$ cat config.mk
export PLATFORM = sky130hd
export DESIGN_NAME = seq_divider
export DESIGN_NICKNAME = d
export VERILOG_FILES = /design/src/rtl/div_pkg.sv /design/src/rtl/div_datapath.sv /design/src/rtl/seq_divider.sv
export SDC_FILE = /design/constraint.sdc
export NUM_CORES = 1
export LEC_CHECK = 0
export CORE_MARGIN = 4
export CORE_UTILIZATION = 45
export CTS_BUF_LIST = sky130_fd_sc_hd__clkbuf_4 sky130_fd_sc_hd__clkbuf_8 sky130_fd_sc_hd__clkbuf_16
export DETAILED_ROUTE_END_ITERATION = 6
export HOLD_SLACK_MARGIN = 0.03
export PLACE_DENSITY = 0.7
export SLEW_MARGIN = 5
export SYNTH_ARGS = -nofsm -noshare
export SYNTH_HDL_FRONTEND = slang
export SYNTH_SLANG_ARGS = --single-unit
$ cat constraint.sdc
create_clock -name clk -period 6.1 [get_ports clk]
set_input_delay 1.22 -clock clk [delete_from_list [all_inputs] [get_ports clk]]
set_output_delay 1.22 -clock clk [all_outputs]
set_load 0.02 [all_outputs]
$ cat src/rtl/div_pkg.sv
// Shared types and width helpers for the sequential restoring divider.
package div_pkg;

  typedef enum logic [1:0] {
    S_IDLE,
    S_RUN,
    S_DONE
  } div_state_t;

  localparam int DIV_DEFAULT_WIDTH = 8;

  // Counter must hold 0..WIDTH so the iteration index never wraps.
  function automatic int cnt_width(input int width);
    return $clog2(width + 1);
  endfunction

endpackage

$ cat src/rtl/div_datapath.sv
// Shift-subtract datapath: partial remainder, quotient shift register,
// latched divisor and iteration counter.
module div_datapath
  import div_pkg::*;
#(
  parameter int WIDTH = DIV_DEFAULT_WIDTH
) (
  input  logic             clk,
  input  logic             reset,
  input  logic             load,
  input  logic             step,
  input  logic [WIDTH-1:0] dividend,
  input  logic [WIDTH-1:0] divisor,
  output logic [WIDTH-1:0] step_quo,
  output logic [WIDTH-1:0] step_rem,
  output logic             count_done
);

  localparam int CNT_W = cnt_width(WIDTH);

  logic [WIDTH-1:0] rem_q, rem_d;
  logic [WIDTH-1:0] quo_q, quo_d;
  logic [WIDTH-1:0] dvs_q, dvs_d;
  logic [CNT_W-1:0] cnt_q, cnt_d;
  logic [WIDTH:0]   trial;

  // Trial value is one bit wider than the operands so the compare never overflows.
  always_comb begin
    trial    = {rem_q, quo_q[WIDTH-1]};
    step_quo = {quo_q[WIDTH-2:0], 1'b0};
    step_rem = trial[WIDTH-1:0];
    if (trial >= {1'b0, dvs_q}) begin
      step_rem    = WIDTH'(trial - {1'b0, dvs_q});
      step_quo[0] = 1'b1;
    end
    count_done = (cnt_q == CNT_W'(WIDTH - 1));
  end

  always_comb begin
    rem_d = rem_q;
    quo_d = quo_q;
    dvs_d = dvs_q;
    cnt_d = cnt_q;
    if (load) begin
      rem_d = '0;
      quo_d = dividend;
      dvs_d = divisor;
      cnt_d = '0;
    end else if (step) begin
      rem_d = step_rem;
      quo_d = step_quo;
      cnt_d = cnt_q + CNT_W'(1);
    end
  end

  always_ff @(posedge clk) begin
    if (reset) begin
      rem_q <= '0;
      quo_q <= '0;
      dvs_q <= '0;
      cnt_q <= '0;
    end else begin
      rem_q <= rem_d;
      quo_q <= quo_d;
      dvs_q <= dvs_d;
      cnt_q <= cnt_d;
    end
  end

endmodule

$ cat src/rtl/seq_divider.sv
// Sequential unsigned divider: queue handshake FSM plus result registers.
//   S_IDLE | waiting for start; can pop operands
//   S_RUN  | one quotient bit per cycle, start ignored
//   S_DONE | result cycle; can relaunch back-to-back
module seq_divider
  import div_pkg::*;
#(
  parameter int WIDTH = DIV_DEFAULT_WIDTH
) (
  input  logic             clk,
  input  logic             reset,
  input  logic             start,
  input  logic             empty,
  input  logic [WIDTH-1:0] dividend,
  input  logic [WIDTH-1:0] divisor,
  output logic             load_words,
  output logic             ready,
  output logic             flush,
  output logic [WIDTH-1:0] quotient,
  output logic [WIDTH-1:0] remainder,
  output logic             result_valid,
  output logic             div_by_zero
);

  div_state_t       state_q, state_d;
  logic [WIDTH-1:0] quo_q, quo_d;
  logic [WIDTH-1:0] rem_q, rem_d;
  logic             valid_q, valid_d;
  logic             dbz_q, dbz_d;
  logic             dp_load, dp_step, count_done;
  logic [WIDTH-1:0] step_quo, step_rem;

  div_datapath #(.WIDTH(WIDTH)) u_datapath (
    .clk        (clk),
    .reset      (reset),
    .load       (dp_load),
    .step       (dp_step),
    .dividend   (dividend),
    .divisor    (divisor),
    .step_quo   (step_quo),
    .step_rem   (step_rem),
    .count_done (count_done)
  );

  always_comb begin
    state_d    = state_q;
    quo_d      = quo_q;
    rem_d      = rem_q;
    valid_d    = 1'b0;
    dbz_d      = dbz_q;
    ready      = 1'b0;
    load_words = 1'b0;
    flush      = 1'b0;
    dp_load    = 1'b0;
    dp_step    = 1'b0;
    unique case (state_q)
      S_IDLE, S_DONE: begin
        ready      = 1'b1;
        load_words = start & ~empty;
        flush      = start & empty;
        dp_load    = start & ~empty;
        if (start && !empty) begin
          dbz_d = 1'b0;
          // Zero divisor skips iteration and reports a saturated quotient.
          if (divisor == '0) begin
            state_d = S_DONE;
            quo_d   = '1;
            rem_d   = dividend;
            dbz_d   = 1'b1;
            valid_d = 1'b1;
          end else begin
            state_d = S_RUN;
          end
        end else if (start) begin
          state_d = S_DONE;
        end else begin
          state_d = S_IDLE;
        end
      end
      S_RUN: begin
        dp_step = 1'b1;
        if (count_done) begin
          state_d = S_DONE;
          quo_d   = step_quo;
          rem_d   = step_rem;
          valid_d = 1'b1;
        end
      end
      default: state_d = S_IDLE;
    endcase
  end

  always_ff @(posedge clk) begin
    if (reset) begin
      state_q <= S_IDLE;
      quo_q   <= '0;
      rem_q   <= '0;
      valid_q <= 1'b0;
      dbz_q   <= 1'b0;
    end else begin
      state_q <= state_d;
      quo_q   <= quo_d;
      rem_q   <= rem_d;
      valid_q <= valid_d;
      dbz_q   <= dbz_d;
    end
  end

  assign quotient     = quo_q;
  assign remainder    = rem_q;
  assign result_valid = valid_q;
  assign div_by_zero  = dbz_q;

endmodule

==> flow_summary.ini, run 1 <==
[sta]
setup_viol = 0
max_freq_ghz = 0.222
timing_hold_violations_final = 0
min_period_ps = 4490
rsz0062_at_grt = no
worst_slew_pin_slew_ps = 527
drv_slew = 0
finalCritPeriodShare_pct = 73.7
setup_ws_ps = 1610
finalSetupTns_ps = 0
relSlewSlack_pct = 64.6
finClkSkew_ps = 4.27

[global_route]
grt_pass1_vias = 1874
grt-ovfl-total = 0
grt_max_degree = 41
grt_pass1_wl_um = 8960
grt_antenna_before_repair = 0
grt_use_total_pct = 17.7

[finish]
syn_to_final_growth_pct = 22.1
nets = 348
fin_util_pct = 56.5
multi_input_area_um2 = 1270
register_area_um2 = 961
final_common_cell = dfxtp_1
drive_above_1_share_pct = 6.92
mostFrequentLayoutCells = 48 x dfxtp_1, 45 x nand2_1, 40 x clkdlybuf4s50_1
n_antenna_cell = 0
fill_cells = 480

[critical_path]
cp.arrival_ps = 3270
critical_path_class = input pin to output port
crit_fanout = 21
required_ps = 4880
cp-start-kind = input pin
crit_path_end_kind = output port

[detailed_routing]
ant_nets = 0
drc_errors = 0
dr.pass1.iters = 4
dr.first_iter.drc_count = 133
avgRoutedWirePerCell_um = 14.1
vias = 2056
routed_wl_um = 5480
via_per_inst = 5.30

[cts]
clkSinkCount = 48
root_buffer = clkbuf_8
cts_hold_buf = 0
cts_resized = 0
clk_latency_ps = 300
cts_max_path_buffers = 2
ctsHtreeMaxLevel = 2
clk_pin_slew_ps = 80
cts_setup_buffers = 0
cts_inserted_buffers = 5
cts_tree = built

[power]
total_leakage_power_nw = 1.05
power.switching_uw = 205
internal-power_uw = 479
peakVddDrop_v = 0.000117
switching_share_pct = 30.0
power_frac_seq_pct = 49.0
combPwrFrac_pct = 22.7
power_frac_clock_pct = 28.3
power_density_nw_per_um2 = 237

[run_status]
outcome = complete, no violations

[placed_design]
hpwl_um = 4030
io_buffer_count = 40
routabilityCongestion = 0.834
dpl_worst_slack_ps = 1630

[floorplanning]
die_w_um = 80.5
core_um2 = 5110
die_h_um = 80.5
start_util_pct = 46.3
io_pins = 41
die_area_um2 = 6470
fp-row-count = 26

[yosys]
synth_xor_xnor_area_share_pct = 2.97
netlist-cell-type-count = 47
ys_seq_area_share_pct = 40.7
syn_nets = 313
synth_compound_area_share_pct = 23.3
synth_seq_cells = 48
ys_warn_count = 0
synthCells = 283
synth_fa_ha_area_share_pct = 5.61
synth_top_family_by_area = compound AO/OA/AOI/OAI gates
yosys.area_share.simple_pct = 21.1
synthesis.area_um2 = 2360
synth_mux_area_share_pct = 0.847
syn_avg_cell_area_um2 = 8.35

[min_path]
hold_class = flip-flop to flip-flop

[flow_run]
max_cap_viol_count = 0
## cell usage after synthesis, drive strengths merged
| library cell | n | area [um^2] |
|---|---|---|
| o21ai | 14 | 81.3 |
| xnor2 | 3 | 26.3 |
| a31o | 1 | 8.76 |
| o211ai | 3 | 22.5 |
| a221oi | 1 | 8.76 |
| xor2 | 5 | 43.8 |
| a21o | 2 | 15.0 |
| or4 | 2 | 18.8 |
| and4 | 1 | 8.76 |
| ha | 9 | 113 |
| clkinv | 1 | 3.75 |
| nand3 | 5 | 25.0 |
| a31oi | 5 | 31.3 |
| nor4b | 1 | 8.76 |
| nand3b | 2 | 15.0 |
| dfxtp | 48 | 961 |
| buf | 5 | 45.0 |
| nand2 | 45 | 169 |
| mux2i | 2 | 20.0 |
| or3 | 3 | 18.8 |
| clkbuf | 11 | 41.3 |
| inv | 11 | 41.3 |
| nand4 | 2 | 12.5 |
| nand2b | 1 | 6.26 |
| o41ai | 4 | 65.1 |
| and3 | 2 | 12.5 |
| a22oi | 1 | 7.51 |
| o211a | 1 | 10.0 |
| o2111ai | 1 | 8.76 |
| a311oi | 8 | 70.1 |
| and2 | 1 | 6.26 |
| or3b | 1 | 8.76 |
| o21a | 2 | 22.5 |
| fa | 1 | 20.0 |
| nor3 | 5 | 25.0 |
| nor2b | 3 | 18.8 |
| nor2 | 35 | 131 |
| a211oi | 11 | 87.6 |
| or2 | 2 | 12.5 |
| a21oi | 22 | 110 |
## final cells by class
class / count / area share [%]
timing repair buffer: 44 / 14.9
clock buffer: 6 / 2.86
inverter: 12 / 1.56
sequential: 48 / 33.3
multi-input combinational: 207 / 44.0
clock inverter: 1 / 0.304
tap: 70 / 3.04
## final timing paths
kind / startpoint / endpoint / slack [ps] / depth (start not counted)
worst max-delay path: start / load_words / 1610 / 5
worst min register to register: u_datapath.dvs_q[2] / u_datapath.dvs_q[2] / 460 / 2
worst min-delay path: u_datapath.dvs_q[2] / u_datapath.dvs_q[2] / 460 / 2
worst max register to register: u_datapath.dvs_q[6] / remainder[2] / 3820 / 8
## power groups by stage
stage               Sequential [mW]  Combinational, mW  Clock, mW
floorplan                     0.340              0.110          0
global placement              0.342              0.151          0
detailed placement            0.342              0.154          0
CTS                           0.335              0.155      0.198
global route                  0.336              0.174      0.215
finish                        0.335              0.155      0.194
## state kept, by name, summed over array words and instances (netlist names)
name,cells
quotient,8
div_by_zero,1
result_valid,1
u_datapath.dvs_q,8
u_datapath.rem_q,8
u_datapath.cnt_q,4
u_datapath.quo_q,8
state_q,2
remainder,8
## routing by layer
| metal | part of all wire [%] | global-route usage, % | vias up |
|---|---|---|---|
| met5 | 0 | 0 | - |
| met4 | 1.3 | 5.57 | 0 |
| met3 | 4.1 | 3.81 | 5 |
| met2 | 47 | 27.9 | 42 |
| met1 | 48 | 24.1 | 943 |
| li1 | - | - | 1066 |
## cells by family (layout without fill, tap and decap cells)
family	Yosys count	count (layout)
AND/OR/NAND/NOR	111	111
adder cells (fa/ha/maj)	10	10
flip-flops	48	48
buffers and inverters	28	63
multiplexers	2	2
XOR/XNOR	8	8
AO/OA/AOI/OAI	76	76
## stage by stage
step / hold WS (ps) / power (mW) / cell area, um^2 / cells
final: 459 / 0.684 / 2890 / 388
after global routing: 481 / 0.725 / 2890 / 388
after CTS: 464 / 0.688 / 2890 / 388
after detailed placement: 451 / 0.496 / 2790 / 381
after global placement: 449 / 0.493 / 2790 / 381
after floorplan: 436 / 0.449 / 2360 / 283
## worst max-delay path, stage by stage
cell and delay (ps):
clkdlybuf4s50_1 470, or3b_1 350, buf_4 220, clkinv_1 330, clkdlybuf4s50_1 680
(Power assumes the default switching activity.)
==> run 2, diff against run 1 <==
PLACE_DENSITY = 0.72   (was 0.7)
clock period = 3.9 ns   (was 6.1 ns; I/O delays follow)
==> run 2 against run 1 <==
  * Non-clock buffer count unchanged
  * Power increased by 57%
  * Critical path type unchanged
  * First-iteration DRC count increased by 37%
  * Clock skew decreased by 0.78 ps
  * Critical path depth decreased by 1
  * Clock power increased by 58%
  * Highest routed layer unchanged
  * Final cell count unchanged
  * Clock-buffer cell count unchanged
  * Core utilization unchanged
  * Sequential power increased by 56%
==> flow_summary.ini, run 2 (synthesized netlist as in run 1, its figures left out) <==
[run_status]
outcome = complete, no violations

[finish]
syn_to_final_growth_pct = 22.1
n_antenna_cell = 0
mostFrequentLayoutCells = 48 x dfxtp_1, 45 x nand2_1, 40 x clkdlybuf4s50_1
drive_above_1_share_pct = 6.92
nets = 348
final_common_cell = dfxtp_1
register_area_um2 = 961
multi_input_area_um2 = 1270
fill_cells = 497

[floorplanning]
fp-row-count = 26
die_w_um = 80.5
die_h_um = 80.5
io_pins = 41
die_area_um2 = 6470
start_util_pct = 46.3
core_um2 = 5110

[cts]
clk_pin_slew_ps = 80
cts_hold_buf = 0
cts_tree = built
cts_resized = 0
clk_latency_ps = 300
clkSinkCount = 48
cts_max_path_buffers = 2
ctsHtreeMaxLevel = 2
root_buffer = clkbuf_8
cts_inserted_buffers = 5
cts_setup_buffers = 0

[placed_design]
routabilityCongestion = 0.814
hpwl_um = 4040
io_buffer_count = 40

[power]
power_density_nw_per_um2 = 371
total_leakage_power_nw = 1.05
peakVddDrop_v = 0.000149

[global_route]
grt_antenna_before_repair = 0
grt_pass1_vias = 1921
grt-ovfl-total = 0
grt_use_total_pct = 18.0
grt_pass1_wl_um = 9070
grt_max_degree = 29

[critical_path]
cp.arrival_ps = 2630
required_ps = 3120
reg2reg_setup_slack_ps = 1630
critical_path_class = input pin to output port
crit_fanout = 18
cp-start-kind = input pin
crit_path_end_kind = output port

[sta]
setup_viol = 0
finalCritPeriodShare_pct = 87.4
max_freq_ghz = 0.293
timing_hold_violations_final = 0
rsz0062_at_grt = no
relSlewSlack_pct = 58.9
finalSetupTns_ps = 0
finClkSkew_ps = 3.49
min_period_ps = 3410
holdWs_ps = 460
worst_slew_pin_slew_ps = 614
drv_slew = 0

[detailed_routing]
avgRoutedWirePerCell_um = 14.1
routed_wl_um = 5480
vias = 2076
via_per_inst = 5.35
top_layer_used = met4
drc_errors = 0
met3RoutedLength_um = 262
met2_wirelength_um = 2590
dr.first_iter.drc_count = 182
ant_nets = 0
met1_length_um = 2560
dr.pass1.iters = 4

[min_path]
hold_class = flip-flop to flip-flop

[flow_run]
max_cap_viol_count = 0
[run 2: cell type report]
cell class	instances	area share, %
clock buffers	6	2.86
clock inverters	1	0.304
inverters	12	1.56
multi-input cells	207	44.0
flip-flops and latches	48	33.3
well taps	70	3.04
repair buffers	44	14.9
[run 2: power by group]
group	internal (mW)	leakage [nW]	switching (mW)
clock	0.142	0.0473	0.165
sequential	0.510	0.390	0.0136
combinational	0.0970	0.618	0.144
total	0.749	1.05	0.323
[run 2: through the flow]
step / power [mW] / utilization (%) / setup WS (ps) / cell area (um^2) / std cells
4_1_cts: 1.08 / 56.5 / 490 / 2890 / 388
3_5_place_dp: 0.775 / 54.7 / 494 / 2790 / 381
5_1_grt: 1.13 / 56.5 / 423 / 2890 / 388
2_1_floorplan: 0.703 / - / 1440 / 2360 / 283
3_3_place_gp: 0.770 / 54.7 / 508 / 2790 / 381
6_report: 1.07 / 56.5 / 490 / 2890 / 388
[run 2: final timing paths]
path | startpoint | end | depth (start not counted)
hold / removal | div_by_zero | div_by_zero | 2
hold reg to reg | div_by_zero | div_by_zero | 2
setup / recovery | start | load_words | 4
setup reg to reg | u_datapath.dvs_q[6] | remainder[2] | 8
[run 2: per-layer routing]
metal  vias to the layer above  track usage [%]
met5                         -                0
met4                         0             5.91
met3                         7             3.59
met2                        52             28.6
met1                       951             24.4
li1                       1066                -
[run 2: critical path, stage by stage]
cell	delay [ps]
clkdlybuf4s50_1	460
or3b_1	370
clkinv_1	320
clkdlybuf4s50_1	690
==> run 3, diff against run 2 <==
CORE_ASPECT_RATIO = 1.4   (was default)
==> run 3 against run 2 <==
  * Sequential share of layout area barely moved
  * Clock power rose by 4%
  * Critical endpoint unchanged
  * Highest routed layer unchanged
  * Die area rose by 0.25%
  * Largest cell class unchanged
  * Non-clock buffer count did not move
  * Critical path type unchanged
==> flow_summary.ini, run 3 (synthesized netlist as in run 1, its figures left out) <==
[run_status]
outcome = complete, no violations

[sta]
drv_slew = 0
relSlewSlack_pct = 26.3
finalCritPeriodShare_pct = 79.7
setup_ws_ps = 792
min_period_ps = 3110
finalSetupTns_ps = 0
timing_hold_violations_final = 0
setup_viol = 0
worst_slew_pin_slew_ps = 1110
max_freq_ghz = 0.322
finClkSkew_ps = 8.22
rsz0062_at_grt = no

[global_route]
grt_pass1_wl_um = 9200
grt_pass1_vias = 2024
grt_antenna_before_repair = 0
grt_max_degree = 41
grt_use_total_pct = 17.4
grt-ovfl-total = 0

[placed_design]
placed_area_um2 = 2790
io_buffer_count = 40
hpwl_um = 4000
dpl_worst_slack_ps = 769
routabilityCongestion = 0.823

[power]
peakVddDrop_v = 0.000173
power_density_nw_per_um2 = 377
p_total_mw = 1.09
total_leakage_power_nw = 1.05
internal-power_uw = 751
power_frac_seq_pct = 48.2
power_frac_clock_pct = 29.3
combPwrFrac_pct = 22.5
switching_share_pct = 30.9
power.switching_uw = 335

[finish]
multi_input_area_um2 = 1270
nets = 348
drive_above_1_share_pct = 7.21
register_area_um2 = 961
syn_to_final_growth_pct = 22.1
mostFrequentLayoutCells = 48 x dfxtp_1, 45 x nand2_1, 40 x clkdlybuf4s50_1
final_common_cell = dfxtp_1
fill_cells = 496
fin_area_um2 = 2880
n_antenna_cell = 0

[critical_path]
reg2reg_setup_slack_ps = 1540
crit_path_end_kind = output port
path_cells = clkdlybuf4s50_1, or3b_1, clkinv_1, clkdlybuf4s50_1
crit_path_frequent_cell = clkdlybuf4s50_1
slowest_stage = clkdlybuf4s50_1
cp-start-kind = input pin
worst-path-buf-inv = 3
max_stage_delay_ps = 600
path_delay_family = buffers and inverters
crit_fanout = 2
required_ps = 3120
cp.arrival_ps = 2330
critical_path_class = input pin to output port

[detailed_routing]
via_per_inst = 5.54
routed_wl_um = 5590
ant_nets = 0
dr.first_iter.drc_count = 155
drc_errors = 0
dr.pass1.iters = 7
avgRoutedWirePerCell_um = 14.6
vias = 2120

[cts]
cts_inserted_buffers = 5
cts_resized = 0
cts_hold_buf = 0
cts_max_path_buffers = 2
cts_setup_buffers = 0
root_buffer = clkbuf_8
clkSinkCount = 48
clk_pin_slew_ps = 90
cts_tree = built
ctsHtreeMaxLevel = 2
clk_latency_ps = 300

[floorplanning]
die_area_um2 = 6490
core_um2 = 4950
die_h_um = 93.7
die_w_um = 69.2
io_pins = 41
fp-row-count = 30
start_util_pct = 47.7

[flow_run]
max_cap_viol_count = 0

[min_path]
hold_class = flip-flop to flip-flop
-- run 3: cell types whose count changed in the layout (fill, tap and decap cells not counted) --
cell,change
clkinvlp_4,+2
clkinv_4,-1
-- run 3: layout make-up --
type | instances | share of cell area, %
sequential | 48 | 33.3
timing repair buffer | 44 | 14.9
inverter | 12 | 1.56
clock buffer | 6 | 2.86
clock inverter | 2 | 0.521
tap | 64 | 2.78
multi-input combinational | 207 | 44.0
-- run 3: routing by layer --
layer	track usage (%)	share of wire [%]
met1	19.9	42
met2	31.6	51
met3	3.43	4.1
met4	7.00	2.3
met5	0	0
-- run 3: power by group through the flow --
stage	sequential [mW]	clock, mW	combinational, mW
final	0.524	0.319	0.244
after detailed placement	0.534	0	0.241
after global placement	0.534	0	0.237
after floorplan	0.531	0	0.172
after global routing	0.526	0.344	0.272
after CTS	0.523	0.326	0.243
-- run 3: metrics by stage --
| stage | utilization [%] | instances | hold WS, ps |
|---|---|---|---|
| 2_1_floorplan | - | 283 | 436 |
| 3_3_place_gp | 56.2 | 375 | 447 |
| 3_5_place_dp | 56.2 | 375 | 450 |
| 4_1_cts | 58.2 | 383 | 462 |
| 5_1_grt | 58.2 | 383 | 479 |
| 6_report | 58.2 | 383 | 459 |
-- run 3: worst paths after layout --
| kind | start | endpoint | cells past startpoint |
|---|---|---|---|
| setup / recovery | start | load_words | 4 |
| hold / removal | u_datapath.dvs_q[7] | u_datapath.dvs_q[7] | 2 |
| hold reg to reg | u_datapath.dvs_q[7] | u_datapath.dvs_q[7] | 2 |
| setup reg to reg | u_datapath.dvs_q[6] | remainder[2] | 8 |
-- run 3: tightest hold or removal path: stages (launching register included) --
cell and delay (ps):
dfxtp_1 320, nand2_1 50, a21oi_1 50
